--- src/rtl/stepdir_decoder_if.sv ---
// Step/dir decoder bus: pin-side controls in, position/period/status out.
interface stepdir_decoder_if;
  logic        step;
  logic        dir;
  logic        enable;
  logic        clear;
  logic        err_clr;
  logic [31:0] position;
  logic [31:0] period;
  logic        step_valid;
  logic        err_setup;
  logic        err_width;

  modport master (
    output step, dir, enable, clear, err_clr,
    input  position, period, step_valid, err_setup, err_width
  );

  modport slave (
    input  step, dir, enable, clear, err_clr,
    output position, period, step_valid, err_setup, err_width
  );
endinterface

--- src/rtl/stepdir_decoder.sv ---
// Step/dir pin decoder: synchronizes the pins, validates step width and dir
// setup, and maintains a signed position plus inter-step period.
module stepdir_decoder #(
  parameter int CLK_FREQ   = 100000000,
  parameter int STEP_DEDGE = 0,
  parameter int MIN_HIGH   = 5,
  parameter int DIR_SETUP  = 4
) (
  input logic                clk,
  input logic                resetn,
  stepdir_decoder_if.slave   bus
);

  // The level counter also times synchronizer priming after reset, so it must reach 2.
  localparam int LVL_MAX = (MIN_HIGH > 2) ? MIN_HIGH : 2;
  localparam int LW      = $clog2(LVL_MAX + 1);
  localparam int DW      = $clog2(DIR_SETUP + 2);

  localparam logic [LW-1:0] LVL_MAX_L   = LW'(LVL_MAX);
  localparam logic [LW-1:0] MIN_HIGH_L  = LW'(MIN_HIGH);
  localparam logic [LW-1:0] PRIMED_L    = LW'(2);
  localparam logic [DW-1:0] DIR_SETUP_L = DW'(DIR_SETUP);

  generate
    if (CLK_FREQ <= 0) begin : g_bad_clk_freq
    end
  endgenerate

  typedef enum logic [1:0] {WAIT_LOW, LOW, HIGH} state_t;

  state_t          state_reg;
  logic            step_s1, step_s2;
  logic            dir_s1, dir_s2;
  logic [LW-1:0]   lvl_cnt_reg;
  logic [DW-1:0]   dir_cnt_reg;
  logic [31:0]     timer_reg;
  logic [31:0]     position_reg;
  logic [31:0]     period_reg;
  logic            step_valid_reg;
  logic            err_setup_reg;
  logic            err_width_reg;

  logic            rise, fall, counted, take;
  logic            width_bad, setup_bad;
  logic [31:0]     timer_inc;
  logic [LW-1:0]   lvl_inc;

  assign rise      = (state_reg == LOW)  &&  step_s2;
  assign fall      = (state_reg == HIGH) && !step_s2;
  assign counted   = rise || ((STEP_DEDGE != 0) && fall);
  assign take      = counted && bus.enable;
  assign width_bad = bus.enable && (fall || ((STEP_DEDGE != 0) && rise)) &&
                     (lvl_cnt_reg < MIN_HIGH_L);
  assign setup_bad = take && (dir_cnt_reg < DIR_SETUP_L);
  assign timer_inc = (timer_reg == 32'hFFFF_FFFF) ? timer_reg : timer_reg + 32'd1;
  assign lvl_inc   = (lvl_cnt_reg == LVL_MAX_L) ? lvl_cnt_reg : lvl_cnt_reg + 1'b1;

  always_ff @(posedge clk or negedge resetn) begin
    if (!resetn) begin
      step_s1 <= 1'b0;
      step_s2 <= 1'b0;
      dir_s1  <= 1'b0;
      dir_s2  <= 1'b0;
    end else begin
      step_s1 <= bus.step;
      step_s2 <= step_s1;
      dir_s1  <= bus.dir;
      dir_s2  <= dir_s1;
    end
  end

  // dir_s2 is about to change whenever s1 and s2 differ.
  always_ff @(posedge clk or negedge resetn) begin
    if (!resetn) begin
      dir_cnt_reg <= '0;
    end else if (dir_s1 != dir_s2) begin
      dir_cnt_reg <= '0;
    end else if (dir_cnt_reg != DIR_SETUP_L) begin
      dir_cnt_reg <= dir_cnt_reg + 1'b1;
    end
  end

  always_ff @(posedge clk or negedge resetn) begin
    if (!resetn) begin
      state_reg      <= WAIT_LOW;
      lvl_cnt_reg    <= '0;
      step_valid_reg <= 1'b0;
    end else begin
      step_valid_reg <= take && !bus.clear;
      case (state_reg)
        WAIT_LOW: begin
          if (!step_s2 && (lvl_cnt_reg >= PRIMED_L)) begin
            state_reg   <= LOW;
            lvl_cnt_reg <= LW'(1);
          end else begin
            lvl_cnt_reg <= lvl_inc;
          end
        end
        LOW: begin
          if (step_s2) begin
            state_reg   <= HIGH;
            lvl_cnt_reg <= LW'(1);
          end else begin
            lvl_cnt_reg <= lvl_inc;
          end
        end
        HIGH: begin
          if (!step_s2) begin
            state_reg   <= LOW;
            lvl_cnt_reg <= LW'(1);
          end else begin
            lvl_cnt_reg <= lvl_inc;
          end
        end
        default: begin
          state_reg   <= WAIT_LOW;
          lvl_cnt_reg <= '0;
        end
      endcase
    end
  end

  always_ff @(posedge clk or negedge resetn) begin
    if (!resetn) begin
      position_reg  <= '0;
      period_reg    <= 32'hFFFF_FFFF;
      timer_reg     <= 32'hFFFF_FFFF;
      err_setup_reg <= 1'b0;
      err_width_reg <= 1'b0;
    end else begin
      if (bus.clear) begin
        // A step coinciding with clear is dropped; next period reads as "unknown".
        position_reg <= '0;
        timer_reg    <= 32'hFFFF_FFFF;
      end else if (take) begin
        position_reg <= dir_s2 ? position_reg - 32'd1 : position_reg + 32'd1;
        period_reg   <= timer_inc;
        timer_reg    <= '0;
      end else begin
        timer_reg <= timer_inc;
      end

      if (setup_bad)        err_setup_reg <= 1'b1;
      else if (bus.err_clr) err_setup_reg <= 1'b0;

      if (width_bad)        err_width_reg <= 1'b1;
      else if (bus.err_clr) err_width_reg <= 1'b0;
    end
  end

  assign bus.position   = position_reg;
  assign bus.period     = period_reg;
  assign bus.step_valid = step_valid_reg;
  assign bus.err_setup  = err_setup_reg;
  assign bus.err_width  = err_width_reg;

endmodule

--- src/flat_wrapper.sv ---
// flat-port wrapper written by rule: the top's interface ports become plain ports
module stepdir_decoder_flat 
#(
  parameter int CLK_FREQ   = 100000000,
  parameter int STEP_DEDGE = 0,
  parameter int MIN_HIGH   = 5,
  parameter int DIR_SETUP  = 4
)
  (clk, resetn, bus_step, bus_dir, bus_enable, bus_clear, bus_err_clr, bus_position, bus_period, bus_step_valid, bus_err_setup, bus_err_width);
  stepdir_decoder_if bus_i ();
  input logic clk;
  input logic resetn;
  input wire logic [$bits(bus_i.step)-1:0] bus_step;
  input wire logic [$bits(bus_i.dir)-1:0] bus_dir;
  input wire logic [$bits(bus_i.enable)-1:0] bus_enable;
  input wire logic [$bits(bus_i.clear)-1:0] bus_clear;
  input wire logic [$bits(bus_i.err_clr)-1:0] bus_err_clr;
  output wire logic [$bits(bus_i.position)-1:0] bus_position;
  output wire logic [$bits(bus_i.period)-1:0] bus_period;
  output wire logic [$bits(bus_i.step_valid)-1:0] bus_step_valid;
  output wire logic [$bits(bus_i.err_setup)-1:0] bus_err_setup;
  output wire logic [$bits(bus_i.err_width)-1:0] bus_err_width;
  assign bus_i.step = bus_step;
  assign bus_i.dir = bus_dir;
  assign bus_i.enable = bus_enable;
  assign bus_i.clear = bus_clear;
  assign bus_i.err_clr = bus_err_clr;
  assign bus_position = bus_i.position;
  assign bus_period = bus_i.period;
  assign bus_step_valid = bus_i.step_valid;
  assign bus_err_setup = bus_i.err_setup;
  assign bus_err_width = bus_i.err_width;
  stepdir_decoder #(.CLK_FREQ(CLK_FREQ), .STEP_DEDGE(STEP_DEDGE), .MIN_HIGH(MIN_HIGH), .DIR_SETUP(DIR_SETUP)) u_core (.clk(clk), .resetn(resetn), .bus(bus_i));
endmodule
--- config.mk ---
export PLATFORM = sky130hd
export DESIGN_NAME = stepdir_decoder_flat
export DESIGN_NICKNAME = d
export VERILOG_FILES = /design/src/rtl/stepdir_decoder_if.sv /design/src/rtl/stepdir_decoder.sv /design/src/flat_wrapper.sv
export SDC_FILE = /design/constraint.sdc
export NUM_CORES = 1
export LEC_CHECK = 0
export ABC_CLOCK_PERIOD_IN_PS = 6000
export BUFFER_PORTS_ARGS = -buffer_cell sky130_fd_sc_hd__buf_4
export CAP_MARGIN = 20
export CORE_ASPECT_RATIO = 0.6
export CORE_UTILIZATION = 42
export CTS_CLUSTER_SIZE = 25
export DETAILED_ROUTE_END_ITERATION = 10
export GPL_ROUTABILITY_DRIVEN = 1
export SLEW_MARGIN = 0
export SYNTH_ARGS = -nofsm -noshare
export SYNTH_HDL_FRONTEND = slang
export SYNTH_SLANG_ARGS = --single-unit
--- constraint.sdc ---
create_clock -name clk -period 6 [get_ports clk]
set_input_delay 0.9 -clock clk [delete_from_list [all_inputs] [get_ports clk]]
set_output_delay 0.9 -clock clk [all_outputs]
set_load 0.02 [all_outputs]
==> run_results.csv, run 1 <==
group,metric,value,unit
floorplan,dieHeight,98.4,µm
synthesis,synth_cell_types,60,
synthesis,synth_simple_gate_area_share,19.3,%
critical_path,path_cells,"buf_4 > ha_1 > a41o_1 > a221o_1 > or3_1 > nor3_2 > nor2_2 > a41oi_2 > a21oi_1 > or4b_1",
layout,diodes,0,
route,drt_iter0_drc,445,
synthesis,ys.flop_type,"dfstp_2",
pwr,powerDensity,440,nW/µm²
placed_design,dp_hpwl,12000,µm
route,drc_errors,0,
floorplan,rows,34,
layout,areaGrowthSynthToFinish,15.5,%
timing,holdWs,0.364,ns
layout,layout_common_cells,"nand2_1, o21ai_0, buf_4",
global_route,grt_pass1_vias,5198,
global_route,overflow,0,
floorplan,placeableCoreArea,14800,µm²
timing,post-route-period-util,56.1,%
timing,hold_viol,0,
floorplan,start_util,44.0,%
synthesis,synthesis.nets,775,
clock_tree,cts_tree,"yes",
clock_tree,clock-sinks,111,
synthesis,synth_top_family_by_area,"simple AND/OR/NAND/NOR gates",
timing,setup_slack,2.64,ns
critical_path,crit_required,6.23,ns
placed_design,placed_cells,971,
route,via_count,5499,
run_status,status,"complete, no violations",
worst_hold_path,hold_class,"reg2reg",
job,max-cap-violations,0,
clock_tree,root_buffer,"clkbuf_16",
timing,fin_skew,0.0129,ns
timing,maxSlewHeadroom,38.6,%
clock_tree,h-tree-depth,3,
clock_tree,clock_latency,0.36,ns
critical_path,critPathBufInv,1,
layout,layout-drive-gt1-share,21.8,%
timing,tns,0,ns
clock_tree,post_cts_resized,0,
timing,fmax,0.297,GHz
layout,nets,828,
critical_path,worstSetupPathType,"reg2reg",
synthesis,synth_edf_count,0,
route,dr.pass1.iters,5,
timing,layout_min_cycle_time,3.36,ns
route,postRouteWirelength,16700,µm
floorplan,dieArea,16000,µm²
floorplan,die_x,163,µm
synthesis,ys_ff_latch,111,
placed_design,gp_congestion,0.907,
timing,slew_viol_final,0,
synthesis,syn_avg_cell_area,8.90,µm²
global_route,grtUsageTotal,21.8,%
route,wl_per_cell,16.9,µm
placed_design,port_buffers,73,
pwr,vdd_drop_max,0.213,mV
global_route,antenna_found_initial,1,
critical_path,cpLargestDelayFamily,"simple AND/OR/NAND/NOR gates",
layout,final_cells,987,
pwr,cellLeakagePower,3.37,nW
timing,setup_violations,0,
clock_tree,numCtsBuffers,9,
clock_tree,postCtsSetupBuffers,0,
placed_design,dp_slack,2.65,ns
global_route,grt_pass1_wl,27500,µm
clock_tree,ctsHoldBuffers,0,
synthesis,yosysSeqAreaShare,43.9,%
critical_path,worstSetupEndpointType,"flip-flop",
critical_path,critical-path-max-stage-delay,0.53,ns
global_route,grt_max_degree,73,
clock_tree,cts_max_path_buffers,2,
critical_path,start_kind,"flip-flop",
synthesis,synth_compound_area_share,18.5,%
synthesis,ys_warn_count,0,
synthesis,synthCells,731,
synthesis,muxShareOfSynthArea,0.481,%
synthesis,synthesis.area,6510,µm²
critical_path,rrSetupSlack,2.64,ns
timing,rsz0062_at_grt,"false",
critical_path,arrival,3.59,ns
route,ant_nets,0,
clock_tree,clkTransAtPathRegs,0.08,ns
route,vias_per_cell,5.57,
timing,worst_pin_slew,0.921,ns
layout,final_common_cell,"nand2_1",
synthesis,synth_adder_area_share,7.23,%
critical_path,cpMaxStageDelayCell,"or4b_1",
floorplan,io_pins,74,
synthesis,synth-xor-area-share,7.40,%
critical_path,path_max_fanout,36,
synthesis,async_flop_share,100,%
## final timing paths
kind | start | end | cells past startpoint
setup / recovery | u_core.dir_s2 | u_core.bus.position[31] | 10
hold / removal | u_core.step_s1 | u_core.step_s2 | 0
setup reg to reg | u_core.dir_s2 | u_core.bus.position[31] | 10
hold reg to reg | u_core.step_s1 | u_core.step_s2 | 0
max in group asynchronous | resetn | u_core.timer_reg[1] | 2
min in group asynchronous | resetn | u_core.bus.position[18] | 1
## metrics by stage
step	instance area [µm²]	util [%]	total power, mW
final	7520	50.8	3.30
after detailed placement	7200	48.6	2.67
after CTS	7520	50.8	3.33
after global routing	7520	50.8	3.55
after floorplan	6510	-	2.21
after global placement	7200	48.6	2.63
## where the power goes
part | leakage, nW | internal [mW] | switching [mW]
combinational | 1.92 | 0.542 | 0.819
sequential | 1.30 | 1.11 | 0.190
clock | 0.147 | 0.334 | 0.310
total | 3.37 | 1.99 | 1.32
## synthesized netlist by cell type, types with 10 or more instances
cell type | n | area share (%)
dfrtp_1 | 47 | 18
clkbuf_1 | 32 | 1.8
ha_1 | 36 | 6.9
a21o_1 | 16 | 1.8
inv_1 | 15 | 0.86
o21ai_0 | 81 | 6.2
a21oi_1 | 58 | 4.5
nand4_1 | 15 | 1.4
nor3_1 | 13 | 1.0
and3_1 | 11 | 1.1
nor2_1 | 42 | 2.4
dfstp_2 | 64 | 26
xnor2_1 | 26 | 3.5
nand3_1 | 19 | 1.5
a31oi_1 | 10 | 0.96
and2_1 | 10 | 0.96
xor2_1 | 29 | 3.9
nand2_1 | 125 | 7.2
## logic make-up after synthesis
group	after synthesis
buf+inv	52
compound gates	204
flops	111
simple gates	269
xor+xnor	55
mux	3
fa+ha+maj	37
## final cells by class
class	count	area, µm²
fill	1459	7290
multi-input combinational	568	3450
sequential	111	2860
timing repair buffer	79	593
tap	198	248
clock buffer	9	225
clock inverter	7	90.1
inverter	15	56.3
## routing by layer
layer | global-route usage (%) | wire length (µm) | vias to the layer above
li1 | - | - | 2686
met1 | 35.5 | 9080 | 2656
met3 | 3.79 | 941 | 13
met2 | 29.5 | 6520 | 144
met5 | 0 | 0 | -
met4 | 4.31 | 111 | 0
(Power assumes the default switching activity.)
==> run 2: changes to the inputs <==
Settings changed: ABC_CLOCK_PERIOD_IN_PS 6000 to 3300.
Clock period 6 ns to 3.3 ns, I/O delays scaled along.
==> run_results.csv, run 2 (synthesized netlist as in run 1, its figures left out) <==
group,metric,value,unit
timing,slew_viol_final,0,
floorplan,start_util,44.0,%
critical_path,path_cells,"ha_1 > a41o_1 > a221o_1 > or3_1 > nor3_4 > nor2_4 > a41oi_2 > a21oi_1 > or4b_1",
critical_path,cpMaxStageDelayCell,"dfrtp_4",
global_route,grt_max_degree,48,
timing,setup_violations,0,
route,drt_iter0_drc,485,
pwr,vdd_drop_max,0.354,mV
pwr,clockPowerShare,18.2,%
timing,maxSlewHeadroom,55.4,%
layout,design_area,7600,µm²
floorplan,dieArea,16000,µm²
timing,hold_viol,0,
timing,holdWs,0.123,ns
critical_path,worstSetupPathType,"reg2reg",
timing,post-route-period-util,95.4,%
clock_tree,cts_tree,"yes",
critical_path,arrival,3.37,ns
floorplan,die_x,163,µm
placed_design,placed_cell_area,7260,µm²
pwr,design_power_total,5.95,mW
pwr,cellLeakagePower,3.41,nW
layout,areaGrowthSynthToFinish,16.8,%
critical_path,start_kind,"flip-flop",
pwr,power_switching,2.38,mW
layout,layout-drive-gt1-share,23.3,%
critical_path,r2r_cells,9,
timing,worst_pin_slew,0.664,ns
route,vias_per_cell,5.58,
critical_path,r2r_start,"u_core.dir_s2",
layout,layout_common_cells,"nand2_1, buf_4, o21ai_0",
route,wl_per_cell,16.8,µm
job,max-cap-violations,0,
pwr,internal-power,3.57,mW
route,dr.pass1.iters,5,
global_route,grt_pass1_vias,5064,
placed_design,dp_hpwl,12300,µm
floorplan,dieHeight,98.4,µm
timing,fmax,0.318,GHz
critical_path,critical-path-max-stage-delay,0.56,ns
global_route,grt_pass1_wl,27200,µm
clock_tree,clock_latency,0.36,ns
clock_tree,clock-sinks,111,
clock_tree,clkTransAtPathRegs,0.09,ns
layout,diodes,0,
layout,final_common_cell,"nand2_1",
pwr,powerDensity,782,nW/µm²
critical_path,critPathBufInv,0,
route,via_count,5555,
pwr,power_frac_comb,42.0,%
pwr,switching_share,40.0,%
route,drc_errors,0,
global_route,grtUsageTotal,21.4,%
clock_tree,numCtsBuffers,9,
run_status,status,"complete, no violations",
layout,fillers,1372,
critical_path,cpLargestDelayFamily,"simple AND/OR/NAND/NOR gates",
critical_path,crit_required,3.52,ns
floorplan,io_pins,74,
route,postRouteWirelength,16800,µm
critical_path,rrSetupSlack,0.15,ns
global_route,overflow,0,
pwr,seqPwrFrac,39.8,%
critical_path,path_max_fanout,9,
timing,layout_min_cycle_time,3.15,ns
clock_tree,cts_max_path_buffers,2,
floorplan,rows,34,
timing,tns,0,ns
layout,nets,837,
critical_path,r2r-end,"u_core.bus.position[31]",
clock_tree,root_buffer,"clkbuf_16",
critical_path,worstSetupEndpointType,"flip-flop",
timing,rsz0062_at_grt,"false",
clock_tree,ctsHoldBuffers,0,
global_route,antenna_found_initial,1,
timing,fin_skew,0.0193,ns
floorplan,placeableCoreArea,14800,µm²
clock_tree,h-tree-depth,3,
placed_design,port_buffers,73,
worst_hold_path,hold_class,"in2async",
placed_design,gp_congestion,0.907,
route,ant_nets,0,
-- run 2: cell types whose count changed in the layout (fill, tap and decap cells not counted), sizes merged --
cell,before,now
buf,79,87
clkinv,2,3
bufinv,1,0
clkinvlp,2,1
clkbuf,9,11
-- run 2: worst max-delay path by stage --
| stage | from | cells past startpoint | slack, ns | to |
|---|---|---|---|---|
| 2_1_floorplan | u_core.dir_s2 | 10 | 0.19 | u_core.bus.position[31] |
| 3_3_place_gp | u_core.dir_s2 | 10 | 0.19 | u_core.bus.position[31] |
| 3_5_place_dp | u_core.dir_s2 | 10 | 0.12 | u_core.bus.position[31] |
| 4_1_cts | u_core.dir_s2 | 10 | 0.09 | u_core.bus.position[31] |
| 5_1_grt | u_core.dir_s2 | 10 | 0.03 | u_core.bus.position[31] |
| 6_report | u_core.dir_s2 | 9 | 0.15 | u_core.bus.position[31] |
-- run 2: stage by stage --
step | instances | setup WS, ns | utilization, %
after global routing | 996 | 0.0284 | 51.4
after detailed placement | 979 | 0.122 | 49.1
after floorplan | 731 | 0.190 | -
final | 996 | 0.152 | 51.4
after global placement | 979 | 0.193 | 49.1
after CTS | 995 | 0.0913 | 51.0
-- run 2: power by group through the flow --
stage	registers (mW)	logic [mW]	clock network, mW
final	2.37	2.50	1.08
after global routing	2.44	2.78	1.17
after CTS	2.37	2.49	1.13
after detailed placement	2.39	2.48	0
after global placement	2.36	2.43	0
after floorplan	2.60	1.42	0
-- run 2: cell type report --
class | count | area [µm²] | share of cell area, %
Clock buffer | 10 | 239 | 3.14
Clock inverter | 6 | 55.1 | 0.724
Inverter | 15 | 56.3 | 0.740
Multi-Input combinational cell | 568 | 3480 | 45.8
Sequential cell | 111 | 2860 | 37.6
Tap cell | 198 | 248 | 3.26
Timing Repair Buffer | 88 | 664 | 8.74
-- run 2: repair_timing --
action | CTS | global route
setup endpoints to repair | 0 | 5
gates resized for setup | 0 | 10
setup buffers | 0 | 1
-- run 2: routing by layer --
| metal | part of all wire [%] | vias up | track usage [%] | wire [µm] |
|---|---|---|---|---|
| met5 | 0 | - | 0 | 0 |
| met4 | 0.76 | 0 | 4.31 | 127 |
| met3 | 6.7 | 12 | 3.32 | 1120 |
| met2 | 40 | 170 | 28.3 | 6660 |
| met1 | 53 | 2670 | 35.7 | 8870 |
| li1 | - | 2703 | - | - |
==> run 3: changes to the inputs <==
Settings changed: ABC_AREA set to 1.
==> run_results.csv, run 3 <==
group,metric,value,unit
run_status,status,"complete, no violations",
synthesis,synth_most_common_cell,"nand2_1",
synthesis,synthesis.nets,1129,
pwr,cellLeakagePower,4.84,nW
floorplan,die_x,175,µm
timing,maxSlewHeadroom,61.1,%
route,vias_per_cell,4.96,
synthesis,synth.top_cells.by_count,"nand2_1, inv_1, nor2_1",
floorplan,io_pins,74,
clock_tree,cts_max_path_buffers,2,
placed_design,gp_congestion,0.972,
layout,layout_common_cells,"nand2_1, inv_1, nor2_1",
placed_design,dp_hpwl,15700,µm
layout,layout-drive-gt1-share,16.7,%
floorplan,dieArea,18500,µm²
route,top_layer_used,"met4",
placed_design,port_buffers,73,
critical_path,worstSetupEndpointType,"flip-flop",
route,drt_iter0_drc,666,
clock_tree,numCtsBuffers,9,
route,via_count,6904,
clock_tree,root_buffer,"clkbuf_16",
timing,post-route-period-util,73.1,%
clock_tree,postCtsSetupBuffers,0,
route,wl_per_cell,15.0,µm
timing,slew_viol_final,0,
synthesis,synth_area_leaders,"dfstp_2, nand2_1, dfrtp_1",
timing,tns,0,ns
synthesis,synth_top_family_by_area,"simple AND/OR/NAND/NOR gates",
route,wl_met1,12500,µm
timing,layout_min_cycle_time,2.41,ns
clock_tree,clkTransAtPathRegs,0.08,ns
synthesis,yosysSeqAreaShare,38.0,%
layout,diodes,0,
global_route,grt_pass1_vias,6112,
critical_path,worstSetupPathType,"reg2reg",
pwr,vdd_drop_max,0.391,mV
pwr,powerDensity,804,nW/µm²
layout,design_area,8610,µm²
critical_path,r2r_start,"u_core.dir_s2",
timing,setup_violations,0,
floorplan,rows,37,
critical_path,start_kind,"flip-flop",
job,max-cap-violations,0,
timing,fin_skew,0.00942,ns
worst_hold_path,hold_class,"in2async",
synthesis,async_flop_share,100,%
synthesis,synth_top_area_share,22.4,%
route,ant_nets,0,
synthesis,synth_adder_area_share,6.26,%
synthesis,ys_warn_count,0,
critical_path,r2r-end,"u_core.bus.position[28]",
clock_tree,clock-sinks,111,
critical_path,path_max_fanout,12,
layout,areaGrowthSynthToFinish,14.4,%
floorplan,start_util,43.4,%
global_route,grt_pass1_wl,34000,µm
route,postRouteWirelength,20900,µm
global_route,grtUsageTotal,23.8,%
synthesis,ys_ff_latch,111,
synthesis,ys.flop_type,"dfstp_2",
timing,worst_pin_slew,0.583,ns
critical_path,arrival,2.67,ns
clock_tree,clock_latency,0.36,ns
timing,hold_viol,0,
synthesis,syn_avg_cell_area,6.93,µm²
floorplan,placeableCoreArea,17300,µm²
clock_tree,post_cts_resized,0,
synthesis,post-synth-top-area-cell,"dfstp_2",
synthesis,muxShareOfSynthArea,0,%
route,dr.pass1.iters,6,
critical_path,crit_required,3.56,ns
timing,holdWs,0.115,ns
synthesis,synth_edf_count,0,
global_route,grt_max_degree,81,
synthesis,synth_compound_area_share,8.12,%
route,wl_met3,1510,µm
synthesis,synth_simple_gate_area_share,34.4,%
clock_tree,h-tree-depth,3,
clock_tree,cts_tree,"yes",
route,wl_met2,6860,µm
critical_path,r2r_cells,9,
synthesis,synth-xor-area-share,3.61,%
synthesis,synth_cell_types,40,
floorplan,dieHeight,106,µm
layout,final_util,49.7,%
route,drc_errors,0,
synthesis,synthCells,1085,
timing,fmax,0.415,GHz
global_route,antenna_found_initial,0,
critical_path,rrSetupSlack,0.89,ns
placed_design,placed_cell_area,8320,µm²
layout,nets,1198,
synthesis,synthesis.area,7520,µm²
clock_tree,ctsHoldBuffers,0,
timing,rsz0062_at_grt,"false",
pwr,design_power_total,6.92,mW
layout,final_common_cell,"nand2_1",
global_route,overflow,0,
-- run 3: cell types whose count changed after synthesis, sizes merged, moves of 13 or more --
| cell | delta |
|---|---|
| clkbuf | -26 |
| xnor2 | -17 |
| a21o | -15 |
| inv | +141 |
| and2 | -13 |
| a31oi | +28 |
| nand2 | +308 |
| nand3 | +36 |
| nor2 | +61 |
| a21oi | -26 |
| o21ai | -62 |
-- run 3: where the power goes --
group	total [mW]	internal (mW)	switching [mW]
logic	3.43	1.21	2.22
clock network	1.10	0.530	0.565
registers	2.40	2.03	0.370
total	6.92	3.77	3.15
-- run 3: through the flow --
step / std cells / worst slack (ns)
floorplan: 1085 / 1.04
global placement: 1377 / 0.950
detailed placement: 1377 / 0.936
CTS: 1393 / 0.928
global route: 1393 / 0.613
finish: 1393 / 0.888
-- run 3: worst max path at each step --
| stage | start | to | slack [ns] | cells past startpoint |
|---|---|---|---|---|
| after floorplan | u_core.dir_s2 | u_core.bus.position[29] | 1.04 | 10 |
| after global placement | u_core.dir_s2 | u_core.bus.position[21] | 0.95 | 13 |
| after detailed placement | u_core.dir_s2 | u_core.bus.position[21] | 0.94 | 13 |
| after CTS | u_core.dir_s2 | u_core.bus.position[21] | 0.93 | 13 |
| after global routing | u_core.dir_s2 | u_core.bus.position[29] | 0.61 | 13 |
| final | u_core.dir_s2 | u_core.bus.position[28] | 0.89 | 9 |
-- run 3: final cells by class --
cell class,count,area [µm²]
fill,1774,8710
multi-input combinational,794,3940
sequential,111,2860
timing repair buffer,80,638
inverter,158,593
tap,234,293
clock buffer,10,229
clock inverter,6,52.6
-- run 3: cell families after synthesis --
| kind of cell | Yosys count |
|---|---|
| buffers and inverters | 180 |
| DFF | 111 |
| xor gates and xnor gates | 31 |
| adders and majority gates | 37 |
| AOI/OAI and AO/OA | 104 |
| and+or+nand+nor | 622 |
-- run 3: layer usage --
| layer | vias up | GRT usage [%] |
|---|---|---|
| li1 | 3543 | - |
| met1 | 3142 | 42.6 |
| met2 | 209 | 27.0 |
| met3 | 10 | 4.47 |
| met4 | 0 | 3.91 |
| met5 | - | 0 |
-- run 3: worst max-delay path: stages (launching register included) --
cell and delay (ns):
dfrtp_1 0.65, ha_1 0.39, nand2_1 0.09, nand2_1 0.08, a21oi_1 0.32, nand3_1 0.36
nand2_1 0.19, nand3_1 0.09, nand3_1 0.09, nand2_1 0.05
